==> config.mk <==
export PLATFORM = sky130hd
export DESIGN_NAME = regfile_param_flat
export DESIGN_NICKNAME = d
export VERILOG_FILES = /design/src/rtl/regfile_param_if.sv /design/src/rtl/regfile_param.sv /design/src/flat_wrapper.sv
export SDC_FILE = /design/constraint.sdc
export NUM_CORES = 1
export LEC_CHECK = 0
export ABC_AREA = 1
export CORE_UTILIZATION = 40
export DETAILED_ROUTE_END_ITERATION = 8
export PLACE_DENSITY = 0.57
export SLEW_MARGIN = 30
export SYNTH_ARGS = -nofsm -noshare
export SYNTH_HDL_FRONTEND = slang
export SYNTH_SLANG_ARGS = --single-unit
==> constraint.sdc <==
create_clock -name clk -period 1.38 [get_ports clk]
set_input_delay 0.276 -clock clk [delete_from_list [all_inputs] [get_ports clk]]
set_output_delay 0.276 -clock clk [all_outputs]
set_load 0.02 [all_outputs]
==> src/rtl/regfile_param_if.sv <==
// Bus bundle for regfile_param: one write port, two read ports, clear handshake.
// The regfile side uses the slave modport; decode/writeback drive through master.
interface regfile_param_if #(
    parameter int DATA_W = 20,
    parameter int ADDR_W = 4
);
    logic              wr_en;
    logic [ADDR_W-1:0] wr_addr;
    logic [DATA_W-1:0] wr_data;
    logic              rd_en_a;
    logic [ADDR_W-1:0] rd_addr_a;
    logic [DATA_W-1:0] rd_data_a;
    logic              rd_en_b;
    logic [ADDR_W-1:0] rd_addr_b;
    logic [DATA_W-1:0] rd_data_b;
    logic              clr_req;
    logic              busy;
    logic              wr_drop;

    modport master (
        output wr_en, wr_addr, wr_data,
        output rd_en_a, rd_addr_a, rd_en_b, rd_addr_b,
        output clr_req,
        input  rd_data_a, rd_data_b, busy, wr_drop
    );

    modport slave (
        input  wr_en, wr_addr, wr_data,
        input  rd_en_a, rd_addr_a, rd_en_b, rd_addr_b,
        input  clr_req,
        output rd_data_a, rd_data_b, busy, wr_drop
    );
endinterface

==> src/rtl/regfile_param.sv <==
// 2-read/1-write register file with registered write-first reads and a sequential bulk clear.
// Optional macro REGFILE_ZERO_REG_EN hardwires entry 0 to zero.
//
// state   | meaning
// IDLE    | normal operation, writes commit
// CLEAR   | zeroing mem[ptr] each cycle, writes dropped, busy high
module regfile_param #(
    parameter int DATA_W = 20,
    parameter int ADDR_W = 4,
    parameter int DEPTH  = 16
) (
    input logic           clk,
    input logic           rst_n,
    regfile_param_if.slave bus
);

    localparam logic [0:0] S_IDLE  = 1'b0;
    localparam logic [0:0] S_CLEAR = 1'b1;

    localparam logic [ADDR_W:0]   DEPTH_X  = (ADDR_W+1)'(DEPTH);
    localparam logic [ADDR_W-1:0] LAST_PTR = ADDR_W'(DEPTH-1);

    logic [DATA_W-1:0] mem_q [DEPTH];
    logic [DATA_W-1:0] mem_d [DEPTH];
    logic [0:0]        state_q, state_d;
    logic [ADDR_W-1:0] ptr_q, ptr_d;
    logic [DATA_W-1:0] rd_a_q, rd_a_d;
    logic [DATA_W-1:0] rd_b_q, rd_b_d;
    logic              drop_q, drop_d;

    logic wr_in_range;
    logic wr_ok;
    logic wr_commit;
    logic clearing;

    assign clearing    = (state_q == S_CLEAR);
    assign wr_in_range = ({1'b0, bus.wr_addr} < DEPTH_X);
`ifdef REGFILE_ZERO_REG_EN
    assign wr_ok       = wr_in_range && (bus.wr_addr != '0);
`else
    assign wr_ok       = wr_in_range;
`endif
    assign wr_commit   = bus.wr_en && wr_ok && (state_q == S_IDLE);

    // Priority: clear of the current entry beats write bypass beats stored value.
    function automatic logic [DATA_W-1:0] rd_sel(input logic [ADDR_W-1:0] a,
                                                 input logic [DATA_W-1:0] stored);
        logic [DATA_W-1:0] v;
        v = ({1'b0, a} < DEPTH_X) ? stored : '0;
        if (wr_commit && (a == bus.wr_addr)) v = bus.wr_data;
        if (clearing && (a == ptr_q)) v = '0;
`ifdef REGFILE_ZERO_REG_EN
        if (a == '0) v = '0;
`endif
        return v;
    endfunction

    always_comb begin
        mem_d   = mem_q;
        state_d = state_q;
        ptr_d   = ptr_q;
        drop_d  = 1'b0;
        rd_a_d  = rd_a_q;
        rd_b_d  = rd_b_q;

        case (state_q)
            S_IDLE: begin
                if (bus.clr_req) begin
                    state_d = S_CLEAR;
                    ptr_d   = '0;
                end
            end
            S_CLEAR: begin
                mem_d[ptr_q] = '0;
                ptr_d        = ptr_q + 1'b1;
                drop_d       = bus.wr_en && wr_ok;
                if (ptr_q == LAST_PTR) state_d = S_IDLE;
            end
            default: state_d = S_IDLE;
        endcase

        if (wr_commit) mem_d[bus.wr_addr] = bus.wr_data;
`ifdef REGFILE_ZERO_REG_EN
        mem_d[0] = '0;
`endif

        if (bus.rd_en_a) rd_a_d = rd_sel(bus.rd_addr_a, mem_q[bus.rd_addr_a]);
        if (bus.rd_en_b) rd_b_d = rd_sel(bus.rd_addr_b, mem_q[bus.rd_addr_b]);
    end

    always_ff @(posedge clk or negedge rst_n) begin
        if (!rst_n) begin
            for (int i = 0; i < DEPTH; i++) mem_q[i] <= '0;
            state_q <= S_IDLE;
            ptr_q   <= '0;
            rd_a_q  <= '0;
            rd_b_q  <= '0;
            drop_q  <= 1'b0;
        end else begin
            for (int i = 0; i < DEPTH; i++) mem_q[i] <= mem_d[i];
            state_q <= state_d;
            ptr_q   <= ptr_d;
            rd_a_q  <= rd_a_d;
            rd_b_q  <= rd_b_d;
            drop_q  <= drop_d;
        end
    end

    assign bus.rd_data_a = rd_a_q;
    assign bus.rd_data_b = rd_b_q;
    assign bus.busy      = clearing;
    assign bus.wr_drop   = drop_q;

endmodule

==> src/flat_wrapper.sv <==
// flat-port wrapper written by rule: the top's interface ports become plain ports
module regfile_param_flat 
#(
    parameter int DATA_W = 20,
    parameter int ADDR_W = 4,
    parameter int DEPTH  = 16
)
  (clk, rst_n, bus_wr_en, bus_wr_addr, bus_wr_data, bus_rd_en_a, bus_rd_addr_a, bus_rd_en_b, bus_rd_addr_b, bus_clr_req, bus_rd_data_a, bus_rd_data_b, bus_busy, bus_wr_drop);
  regfile_param_if #(.DATA_W(DATA_W), .ADDR_W(ADDR_W)) bus_i ();
  input logic clk;
  input logic rst_n;
  input wire logic [$bits(bus_i.wr_en)-1:0] bus_wr_en;
  input wire logic [$bits(bus_i.wr_addr)-1:0] bus_wr_addr;
  input wire logic [$bits(bus_i.wr_data)-1:0] bus_wr_data;
  input wire logic [$bits(bus_i.rd_en_a)-1:0] bus_rd_en_a;
  input wire logic [$bits(bus_i.rd_addr_a)-1:0] bus_rd_addr_a;
  input wire logic [$bits(bus_i.rd_en_b)-1:0] bus_rd_en_b;
  input wire logic [$bits(bus_i.rd_addr_b)-1:0] bus_rd_addr_b;
  input wire logic [$bits(bus_i.clr_req)-1:0] bus_clr_req;
  output wire logic [$bits(bus_i.rd_data_a)-1:0] bus_rd_data_a;
  output wire logic [$bits(bus_i.rd_data_b)-1:0] bus_rd_data_b;
  output wire logic [$bits(bus_i.busy)-1:0] bus_busy;
  output wire logic [$bits(bus_i.wr_drop)-1:0] bus_wr_drop;
  assign bus_i.wr_en = bus_wr_en;
  assign bus_i.wr_addr = bus_wr_addr;
  assign bus_i.wr_data = bus_wr_data;
  assign bus_i.rd_en_a = bus_rd_en_a;
  assign bus_i.rd_addr_a = bus_rd_addr_a;
  assign bus_i.rd_en_b = bus_rd_en_b;
  assign bus_i.rd_addr_b = bus_rd_addr_b;
  assign bus_i.clr_req = bus_clr_req;
  assign bus_rd_data_a = bus_i.rd_data_a;
  assign bus_rd_data_b = bus_i.rd_data_b;
  assign bus_busy = bus_i.busy;
  assign bus_wr_drop = bus_i.wr_drop;
  regfile_param #(.DATA_W(DATA_W), .ADDR_W(ADDR_W), .DEPTH(DEPTH)) u_core (.clk(clk), .rst_n(rst_n), .bus(bus_i));
endmodule
==> metrics.md <==
| Metric | Value |
|---|---|
| Slew headroom | `56.09%` |
| Synth Warn # | `0` |
| Post-route cell area | `29,800 um2` |
| Critical Path Fanout Max | `11` |
| Worst endpoint required time | `1.83 ns` |
| Final period utilization | `117.9%` |
| Routed Antenna Nets | `0` |
| EDFF count, synth | `0` |
| Synth Net Count | `3,473` |
| Port bufs | `79` |
| Fin nets | `3,654` |
| Status | `finished with violations` |
| Commonest cells after routing, fill and taps aside | `nand2_1, nand3_1, inv_1, dfrtp_1, nor2_1` |
| Area growth, synth to finish | `34.07%` |
| Sequential share of the synthesized area | `41.20%` |
| Critical path type | `flop to flop` |
| Clock-pin slew on the worst setup and hold paths | `0.06 ns` |
| Worst-path cell chain | `inv_2 -> ha_2 -> nand2_4 -> nor2_4 -> buf_12 -> buf_12 -> nor2_1 -> nand2_1 -> o21ai_0` |
| Largest net degree at the start of global routing | `57` |
| Via count | `24,931` |
| Final antenna diode count | `0` |
| Tightest Pin Transition | `0.6580 ns` |
| Critical path's slowest cell | `dfrtp_1` |
| Crit-path most repeated cell | `buf_12` |
| Die height | `237.7 um` |
| Vias in the first global route | `23,290` |
| Netlist Area Pre-Place | `22,230 um2` |
| Leakage power | `14.85 nW` |
| Most common cell after layout, fill and taps aside | `nand2_1` |
| RD Place Congestion | `0.9576` |
| CTS Buf Count | `44` |
| Grt ovf | `0` |
| Cell Pwr Density | `1400 nW/um2` |
| Post-DP Area | `25,870 um2` |
| Drt first-iter violations | `3,117` |
| Post-DP HPWL | `59,430 um` |
| Total GRT Usage | `34.33%` |
| Final WL | `104,200 um` |
| DRC violations left | `0` |
| Top-area cell type share of the netlist area | `41.20%` |
| Fmax | `0.6146 GHz` |
| Core ar. | `54,990 um2` |
| Clk Latency, worst-skew pair | `0.60 ns` |
| Hold Fails Final Rpt | `0` |
| Worst setup margin | `-0.2470 ns` |
| Clock buffer depth | `3` |
| Initial antenna violation count | `0` |
| #FFs+latches synth | `366` |
| Ys async rst share | `100.0%` |
| Die width | `237.7 um` |
| Internal reg-to-reg setup slack | `-0.25 ns` |
| Count of final setup violators | `401` |
| Failing checks | `negative setup slack` |
| Fin util | `54.20%` |
| First-pass GRT wire length | `144,700 um` |
| Post-Synthesis Cells | `3,430` |
| Netlist cell types | `23` |
| Max Slew Vio Count | `0` |
| IO Pins | `80` |
| FP Rows | `86` |
| Tightest Hold Check Type | `input port to async pin` |
| Starting Density | `40.43%` |
| Maximum VDD drop | `0.0008628 V` |
| Startpoint types | `flop` |
| Syn_area_per_cell | `6.481 um2` |
| Htree depth | `2` |
| Setup tns final | `-62.12 ns` |
| Share of cells above drive strength 1 | `17.86%` |
| # Max-Cap Violations | `0` |
| Cell taking the most area after synthesis | `dfrtp_1` |
| Drt first pass iters | `7` |
| Max incr delay on CP | `0.40 ns` |
| TritonCTS clock tree | `yes` |
| Worst clock skew | `0.01727 ns` |
| Leading post-synthesis cells by cell area | `dfrtp_1, nand2_1, nand3_1` |
| Root Buffer | `clkbuf_16` |
| Vias per inst | `5.675` |
| Tmin final | `1.627 ns` |
| Worst EP arrival | `2.07 ns` |
| Area of the die | `56,520 um2` |
| Critical path endpoint category | `flop` |
| Wire per inst | `23.73 um` |
| RSZ-0062 raised after global routing | `yes` |
| CTS sink count | `366` |
| Synth Flop Type | `dfrtp_1` |
synthesized netlist by cell type (2+ instances only):
library cell     n
nand2_1       1054
nand3_1        690
dfrtp_1        366
inv_1          356
nor2_1         343
o21ai_0        272
clkbuf_1       129
buf_2           77
o21ai_1         55
buf_1           32
buf_4           24
inv_2            7
clkbuf_2         5
ha_1             5
nor3_2           4
a21oi_1          3
xor2_1           2
worst max-delay path: cells and delay by family, from the launching register on:
family          cells  cell delay [ns]
buf+inv             3             0.42
flops               1             0.40
simple gates        4             0.34
fa+ha+maj           1             0.23
compound gates      1             0.09
logic make-up (layout without fill, tap and decap cells):
group	count (synthesis)	count (layout)	share of synthesized area, %
buffers and inverters	630	845	11.50
XOR/XNOR	3	3	0.1182
AND/OR/NAND/NOR	2095	2095	39.43
flip-flops	366	366	41.20
AO/OA/AOI/OAI	331	331	7.469
adder cells (fa/ha/maj)	5	5	0.2814
repair_timing:
action / in CTS / in global routing
gates resized for setup: 407 / 260
hold endpoints to repair: 230 / 0
cloned: 12 / 26
endpoints found under the setup margin: 403 / 403
hold buffers: 1 / 0
pin swaps: 25 / 60
buffers inserted: 32 / 13
metrics by stage:
step                std cells  hold WS, ns  total power [mW]  setup WS, ns
floorplan                3430     -0.01959             20.49      -0.04957
global placement         4235       0.1701             25.59       -0.7340
detailed placement       4235       0.1735             25.86       -0.7472
CTS                      4359       0.1414             40.49       -0.1981
global route             4393       0.1701             43.45       -0.3243
finish                   4393       0.1428             41.74       -0.2470
power by group:
part	internal [mW]	switching [mW]	leakage (nW)	total, mW
Combinational	6.13	9.50	9.07	15.6
Sequential	12.6	0.937	5.01	13.6
Clock	7.55	5.01	0.771	12.6
Total	26.3	15.4	14.8	41.7
state kept, by name, summed over array words and instances, names as in the netlist:
signal / cells
u_core.bus.wr_drop: 1
u_core.bus.rd_data_a: 20
u_core.mem_q: 320
u_core.ptr_q: 4
u_core.bus.rd_data_b: 20
u_core.bus.busy: 1
cell type report:
cell class / count / area, um2
fill: 5241 / 25180
multi-input combinational: 2434 / 11480
sequential: 366 / 9175
timing repair buffer: 402 / 5301
inverter: 363 / 1373
clock buffer: 66 / 1365
tap: 748 / 935.9
clock inverter: 14 / 170.2
metal layers:
layer | vias to the layer above | global-route usage, % | wire, um
li1 | 11180 | - | -
met1 | 11788 | 43.41 | 39360
met2 | 1575 | 54.26 | 46600
met3 | 388 | 5.632 | 10990
met4 | 0 | 22.54 | 7294
met5 | - | 0 | 0
final timing paths:
| kind | cells past startpoint | to | from |
|---|---|---|---|
| max in group asynchronous | 4 | u_core.mem_q[34] | rst_n |
| min in group clk | 3 | u_core.bus.wr_drop | bus_wr_en |
| worst max-delay path | 9 | u_core.mem_q[24] | u_core.ptr_q[0] |
| worst min-delay path | 2 | u_core.mem_q[144] | rst_n |
| worst min register to register | 2 | u_core.bus.rd_data_a[8] | u_core.bus.rd_data_a[8] |
| worst max register to register | 9 | u_core.mem_q[24] | u_core.ptr_q[0] |
Power figures use the tool's default switching activity.
